File: config.mk
export PLATFORM = sky130hd
export DESIGN_NAME = uart_rx_oversample
export DESIGN_NICKNAME = d
export VERILOG_FILES = /design/src/rtl/uart_rx_oversample.sv
export SDC_FILE = /design/constraint.sdc
export NUM_CORES = 1
export LEC_CHECK = 0
export BUFFER_PORTS_ARGS = -buffer_cell sky130_fd_sc_hd__buf_4
export CAP_MARGIN = 30
export CORE_MARGIN = 5
export CORE_UTILIZATION = 55
export CTS_BUF_LIST = sky130_fd_sc_hd__clkbuf_4 sky130_fd_sc_hd__clkbuf_8
export DETAILED_ROUTE_END_ITERATION = 10
export PLACE_DENSITY = 0.85
export SLEW_MARGIN = 10
export SYNTH_ARGS = -nofsm -noshare
export SYNTH_HDL_FRONTEND = slang
export SYNTH_SLANG_ARGS = --single-unit
File: constraint.sdc
create_clock -name clk -period 4.9 [get_ports clk]
set_clock_uncertainty 0.2 [all_clocks]
set_input_delay 0.245 -clock clk [delete_from_list [all_inputs] [get_ports clk]]
set_output_delay 0.245 -clock clk [all_outputs]
set_load 0.05 [all_outputs]
File: src/rtl/uart_rx_oversample.sv
`default_nettype none
// ============================================================================
// Module      : uart_rx_oversample
// Description : 8N1 UART receiver with an oversampling tick generator. A
//               2-of-3 majority vote is taken around each bit centre. It has a
//               single-entry output register with a valid/ready handshake.
//               Frame-error and overrun events are reported as one-cycle
//               pulses.
// Ports       : clk                - system clock, rising edge
//               rst_n              - synchronous active-low reset
//               soft_reset_request - one-cycle pulse, aborts reception
//               uart_rx            - asynchronous serial input, idles high
//               baud_divisor       - clk cycles per bit, 0 = parameter default
//               rx_ready           - consumer accepts rx_data
//               rx_data/rx_valid   - received byte and its valid flag
//               rx_busy            - a frame is being received
//               frame_error        - pulse: stop bit sampled low
//               overrun            - pulse: completed byte dropped
//               uart_rts_n         - request to send (active low) = rx_valid
// Revision    : 1.0 - initial release
// ============================================================================
module uart_rx_oversample #(
    parameter int CLK_FREQ_HZ = 125_000_000,
    parameter int BAUD_RATE   = 115200,
    parameter int OVERSAMPLE  = 16          // even, >= 4
) (
    input  logic        clk,
    input  logic        rst_n,
    input  logic        soft_reset_request,
    input  logic        uart_rx,
    input  logic [15:0] baud_divisor,
    input  logic        rx_ready,
    output logic [7:0]  rx_data,
    output logic        rx_valid,
    output logic        rx_busy,
    output logic        frame_error,
    output logic        overrun,
    output logic        uart_rts_n
);

    localparam int RAW_DIV     = CLK_FREQ_HZ / BAUD_RATE;
    localparam int DEF_DIV_INT = (RAW_DIV < 1) ? 1 : ((RAW_DIV > 65535) ? 65535 : RAW_DIV);
    localparam logic [15:0] DEF_DIV = 16'(DEF_DIV_INT);

    localparam int SCW = $clog2(OVERSAMPLE);
    localparam logic [SCW-1:0] SMP_LAST = SCW'(OVERSAMPLE - 1);
    localparam logic [SCW-1:0] SMP_PRE  = SCW'(OVERSAMPLE / 2 - 1);
    localparam logic [SCW-1:0] SMP_MID  = SCW'(OVERSAMPLE / 2);
    localparam logic [SCW-1:0] SMP_POST = SCW'(OVERSAMPLE / 2 + 1);
    localparam logic [SCW-1:0] SMP_ONE  = SCW'(1);
    localparam logic [15:0]    OVS_W    = 16'(OVERSAMPLE);

    typedef enum logic [2:0] {
        S_IDLE      = 3'd0,
        S_START     = 3'd1,
        S_DATA      = 3'd2,
        S_STOP      = 3'd3,
        S_WAIT_HIGH = 3'd4
    } state_t;

    state_t         state;
    logic           sync_0;
    logic           rx_s;
    logic [15:0]    active_div;
    logic [15:0]    tick_cnt;
    logic [SCW-1:0] sample_cnt;
    logic [2:0]     bit_cnt;
    logic [7:0]     shift;
    logic           vote_a;
    logic           vote_b;

    logic [15:0]    config_div;
    logic [15:0]    div_q;
    logic [15:0]    tick_limit;
    logic           sample_tick;
    logic           decide;
    logic           vote;

    assign config_div  = (baud_divisor != 16'd0) ? baud_divisor : DEF_DIV;
    assign div_q       = active_div / OVS_W;
    assign tick_limit  = (div_q == 16'd0) ? 16'd0 : div_q - 16'd1;
    assign sample_tick = (state != S_IDLE) && (tick_cnt == tick_limit);
    // The third vote sample arrives live on rx_s; the first two were captured earlier.
    assign decide      = sample_tick && (sample_cnt == SMP_POST);
    assign vote        = (vote_a & vote_b) | (vote_a & rx_s) | (vote_b & rx_s);

    assign rx_busy     = (state != S_IDLE);
    assign uart_rts_n  = rx_valid;

    always_ff @(posedge clk) begin
        if (!rst_n || soft_reset_request) begin
            sync_0      <= 1'b1;
            rx_s        <= 1'b1;
            state       <= S_IDLE;
            tick_cnt    <= 16'd0;
            sample_cnt  <= '0;
            bit_cnt     <= 3'd0;
            shift       <= 8'h00;
            vote_a      <= 1'b0;
            vote_b      <= 1'b0;
            rx_data     <= 8'h00;
            rx_valid    <= 1'b0;
            frame_error <= 1'b0;
            overrun     <= 1'b0;
            // A soft reset picks up the current configuration immediately.
            active_div  <= (!rst_n) ? DEF_DIV : config_div;
        end else begin
            sync_0      <= uart_rx;
            rx_s        <= sync_0;
            frame_error <= 1'b0;
            overrun     <= 1'b0;

            // Consumption; a delivery in the same cycle overrides this below.
            if (rx_valid && rx_ready) begin
                rx_valid <= 1'b0;
            end

            if (state == S_IDLE) begin
                tick_cnt   <= 16'd0;
                sample_cnt <= '0;
            end else begin
                if (sample_tick) begin
                    tick_cnt   <= 16'd0;
                    sample_cnt <= (sample_cnt == SMP_LAST) ? '0 : sample_cnt + SMP_ONE;
                end else begin
                    tick_cnt   <= tick_cnt + 16'd1;
                end
                if (sample_tick && (sample_cnt == SMP_PRE)) vote_a <= rx_s;
                if (sample_tick && (sample_cnt == SMP_MID)) vote_b <= rx_s;
            end

            case (state)
                S_IDLE: begin
                    // Divisor tracks the configuration only between frames.
                    active_div <= config_div;
                    bit_cnt    <= 3'd0;
                    if (!rx_s) state <= S_START;
                end
                S_START: begin
                    // A start bit that votes high was a glitch: drop silently.
                    if (decide) state <= vote ? S_IDLE : S_DATA;
                end
                S_DATA: begin
                    if (decide) begin
                        shift   <= {vote, shift[7:1]};
                        bit_cnt <= bit_cnt + 3'd1;
                        if (bit_cnt == 3'd7) state <= S_STOP;
                    end
                end
                S_STOP: begin
                    if (decide) begin
                        state <= vote ? S_IDLE : S_WAIT_HIGH;
                        if (!vote) begin
                            frame_error <= 1'b1;
                        end else if (rx_valid && !rx_ready) begin
                            overrun <= 1'b1;
                        end else begin
                            rx_data  <= shift;
                            rx_valid <= 1'b1;
                        end
                    end
                end
                S_WAIT_HIGH: begin
                    // Hold off through a line break until the line recovers.
                    if (rx_s) state <= S_IDLE;
                end
                default: state <= S_IDLE;
            endcase
        end
    end

endmodule
`default_nettype wire
==> impl_metrics.json <==
{
  "status": "complete, no violations",
  "syn_avg_cell_area_um2": 8.99,
  "slew_headroom": 0.359,
  "ioPinCount": 34,
  "maxCapViolCount": 0,
  "cts_sinks": 61,
  "synth_xor_area_frac": 0.0537,
  "via_per_inst": 6.01,
  "drt-pass1-iter-count": 4,
  "path_cells": "inv_1 > ha_1 > or3b_2 > nor3_1 > mux2i_1 > nand4_1 > nor4_1 > nand4_1 > a21oi_1",
  "vias": 3016,
  "ant_nets": 0,
  "fillers": 493,
  "cts_buffers": 9,
  "synth.area.mux_share": 0.0730,
  "avgRoutedWirePerCell_um": 16.3,
  "fin_crit_ps": 3800,
  "syn2layout_area_growth_pct": 18.0,
  "cts.root.buffer_cell": "clkbuf_8",
  "synth_compound_area_frac": 0.0909,
  "synth_top_family_by_area": "simple AND/OR/NAND/NOR gates",
  "htree_levels": 3,
  "yosysWarnings": 0,
  "rr_startpoint": "active_div[4]",
  "r2r_slack_ps": 1100,
  "drive_above_1_share": 0.169,
  "pwr_density_cell_nw_per_um2": 269,
  "syn_area_um2": 3430,
  "finalWorstSetupSlack_ps": 1100,
  "crit_path_start_kind": "flip-flop",
  "maxSlewViolCount": 0,
  "synth_area_leader_cell": "dfxtp_1",
  "drc_errors": 0,
  "holdPathEnd": "active_div[12]",
  "grt_pass1_wl_um": 14000,
  "required_ps": 4970,
  "ys_top_cells_by_area": "dfxtp_1 29%, edfxtp_1 11%, mux2i_1 7.3%, xnor2_1 3.3%, nand2_1 3.2%",
  "n_antenna_cell": 0,
  "end_kind": "flip-flop",
  "yosysTopAreaCellShare": 0.286,
  "leakage_nw": 1.49,
  "fp.dieW_um": 88.9,
  "cp_slowest_cell": "nor4_1",
  "crit_type": "flip-flop to flip-flop",
  "start_util": 0.572,
  "rr_worst_depth": 9,
  "finalSetupViolCount": 0,
  "arrival_ps": 3880,
  "r2r-end": "state[2]",
  "hold_depth": 2,
  "tns_ps": 0,
  "grt_pass1_vias": 3039,
  "synth_cell_types": 59,
  "dp_slack_ps": 1130,
  "cp_top_family": "simple AND/OR/NAND/NOR gates",
  "grt_usage": 0.229,
  "synth_ff_type": "dfxtp_1",
  "port_buffers": 33,
  "grt_max_degree": 28,
  "cts_tree": "yes",
  "synthSimpleGateAreaFrac": 0.313,
  "final_nets": 451,
  "synth_edf_count": 12,
  "synth-seq-area-share": 0.391,
  "crit_fanout": 6,
  "fin_crit_sh": 0.776,
  "grt_antenna_before_repair": 0,
  "drt-initial-drc-count": 151,
  "overflow": 0,
  "critical_path_buf_inv_count": 1,
  "max_stage_delay_ps": 860,
  "core_um2": 5990,
  "clock_path_buffers": 2,
  "worstMarginPinSlew_ps": 953,
  "ir_drop_v": 0.000255,
  "fmax_mhz": 263,
  "hp-class": "primary input to flip-flop",
  "hpwl_um": 5880,
  "die_y_um": 88.9,
  "final_cell_mix": "49 x dfxtp_1, 39 x buf_4, 29 x nand2_1, 25 x mux2i_1, 21 x nor3_1",
  "synthAdderAreaFrac": 0.0321,
  "synthArstFlopShare": 0,
  "routed_wl_um": 8180,
  "hold_viol_final": 0,
  "final_common_cell": "dfxtp_1",
  "hold_path.startpoint": "baud_divisor[12]",
  "ys_ff_latch": 61,
  "syn_nets": 410,
  "rsz0062_at_grt": "no",
  "ctsResizeCount": 0,
  "crit_top_cell": "nand4_1",
  "dieArea_um2": 7910,
  "syn_inst": 381,
  "regArea_um2": 1340,
  "clk-insertion-delay-late_ps": 350,
  "multiInputGateArea_um2": 1930,
  "rows": 28,
  "routabilityCongestion": 0.961,
  "clk_pin_slew_ps": 80
}
## flip-flops by register name, indices dropped and copies added (netlist names), 3 cells and up
| signal | flops |
|---|---|
| rx_data | 8 |
| active_div | 12 |
| bit_cnt | 3 |
| sample_cnt | 4 |
| shift | 8 |
| state | 3 |
| tick_cnt | 16 |
## worst reg2reg max path, stage by stage (launching register included)
cell and delay (ps):
edfxtp_1 430, inv_1 110, ha_1 200, or3b_2 500, nor3_1 490, mux2i_1 300
nand4_1 180, nor4_1 870, nand4_1 270, a21oi_1 200
## synth_stat cells, drive strengths merged (9+ instances only)
| master | count |
|---|---|
| a21oi | 9 |
| and2 | 13 |
| buf | 12 |
| clkbuf | 9 |
| dfxtp | 49 |
| edfxtp | 12 |
| inv | 12 |
| mux2i | 25 |
| nand2 | 29 |
| nand3 | 19 |
| nand4 | 12 |
| nor2 | 19 |
| nor3 | 22 |
| nor4 | 18 |
| o21ai | 11 |
| or4 | 10 |
| xnor2 | 13 |
## what timing repair did
| item | 4_1_cts | 5_1_grt |
|---|---|---|
| hold buffers | 11 | 0 |
| setup buffers | 0 | 0 |
| endpoints found under the hold margin | 10 | 0 |
## routing by layer
| layer | vias up | wire [um] | GRT usage |
|---|---|---|---|
| li1 | 1484 | - | - |
| met1 | 1422 | 3440 | 0.278 |
| met2 | 91 | 4070 | 0.392 |
| met3 | 19 | 487 | 0.0498 |
| met4 | 0 | 176 | 0.0974 |
| met5 | - | 0 | 0 |
## final cells by class
cell class / instances / area share
clock inverter: 6 / 0.0170
inverter: 12 / 0.0111
clock buffer: 10 / 0.0340
timing repair buffer: 51 / 0.106
sequential: 61 / 0.332
multi-input combinational: 287 / 0.476
tap: 75 / 0.0232
## stage by stage
stage / utilization / hold slack [ps] / area, um2 / total power [mW] / cells
floorplan: - / 152 / 3430 / 0.591 / 381
global placement: 0.618 / 194 / 3700 / 0.619 / 474
detailed placement: 0.622 / 205 / 3730 / 0.621 / 475
CTS: 0.675 / 0.741 / 4040 / 1.09 / 502
global route: 0.675 / 3.13 / 4040 / 1.13 / 502
finish: 0.675 / 5.19 / 4040 / 1.09 / 502
## power breakdown
| group | internal, mW | leakage [nW] | switching [mW] |
|---|---|---|---|
| Clock | 0.252 | 0.103 | 0.215 |
| Sequential | 0.517 | 0.527 | 0.00955 |
| Combinational | 0.0425 | 0.865 | 0.0501 |
## worst max path at each step
| stage | from | end | slack [ps] | cells past startpoint |
|---|---|---|---|---|
| global placement | active_div[4] | sample_cnt[3] | 1150 | 9 |
| floorplan | active_div[8] | tick_cnt[12] | 1470 | 10 |
| detailed placement | active_div[4] | rx_data[6] | 1130 | 9 |
| global route | active_div[4] | rx_data[2] | 850 | 9 |
| finish | active_div[4] | state[2] | 1100 | 9 |
| CTS | active_div[4] | rx_data[6] | 1120 | 9 |
## kinds of logic (layout without fill, tap and decap cells)
family                     Yosys count  in the layout
xor gates and xnor gates            21             21
DFF                                 61             61
adders and majority gates            9              9
and+or+nand+nor                    186            186
buffers and inverters               33             79
muxes                               25             25
AOI/OAI and AO/OA                   46             46
(Power assumes the default switching activity.)
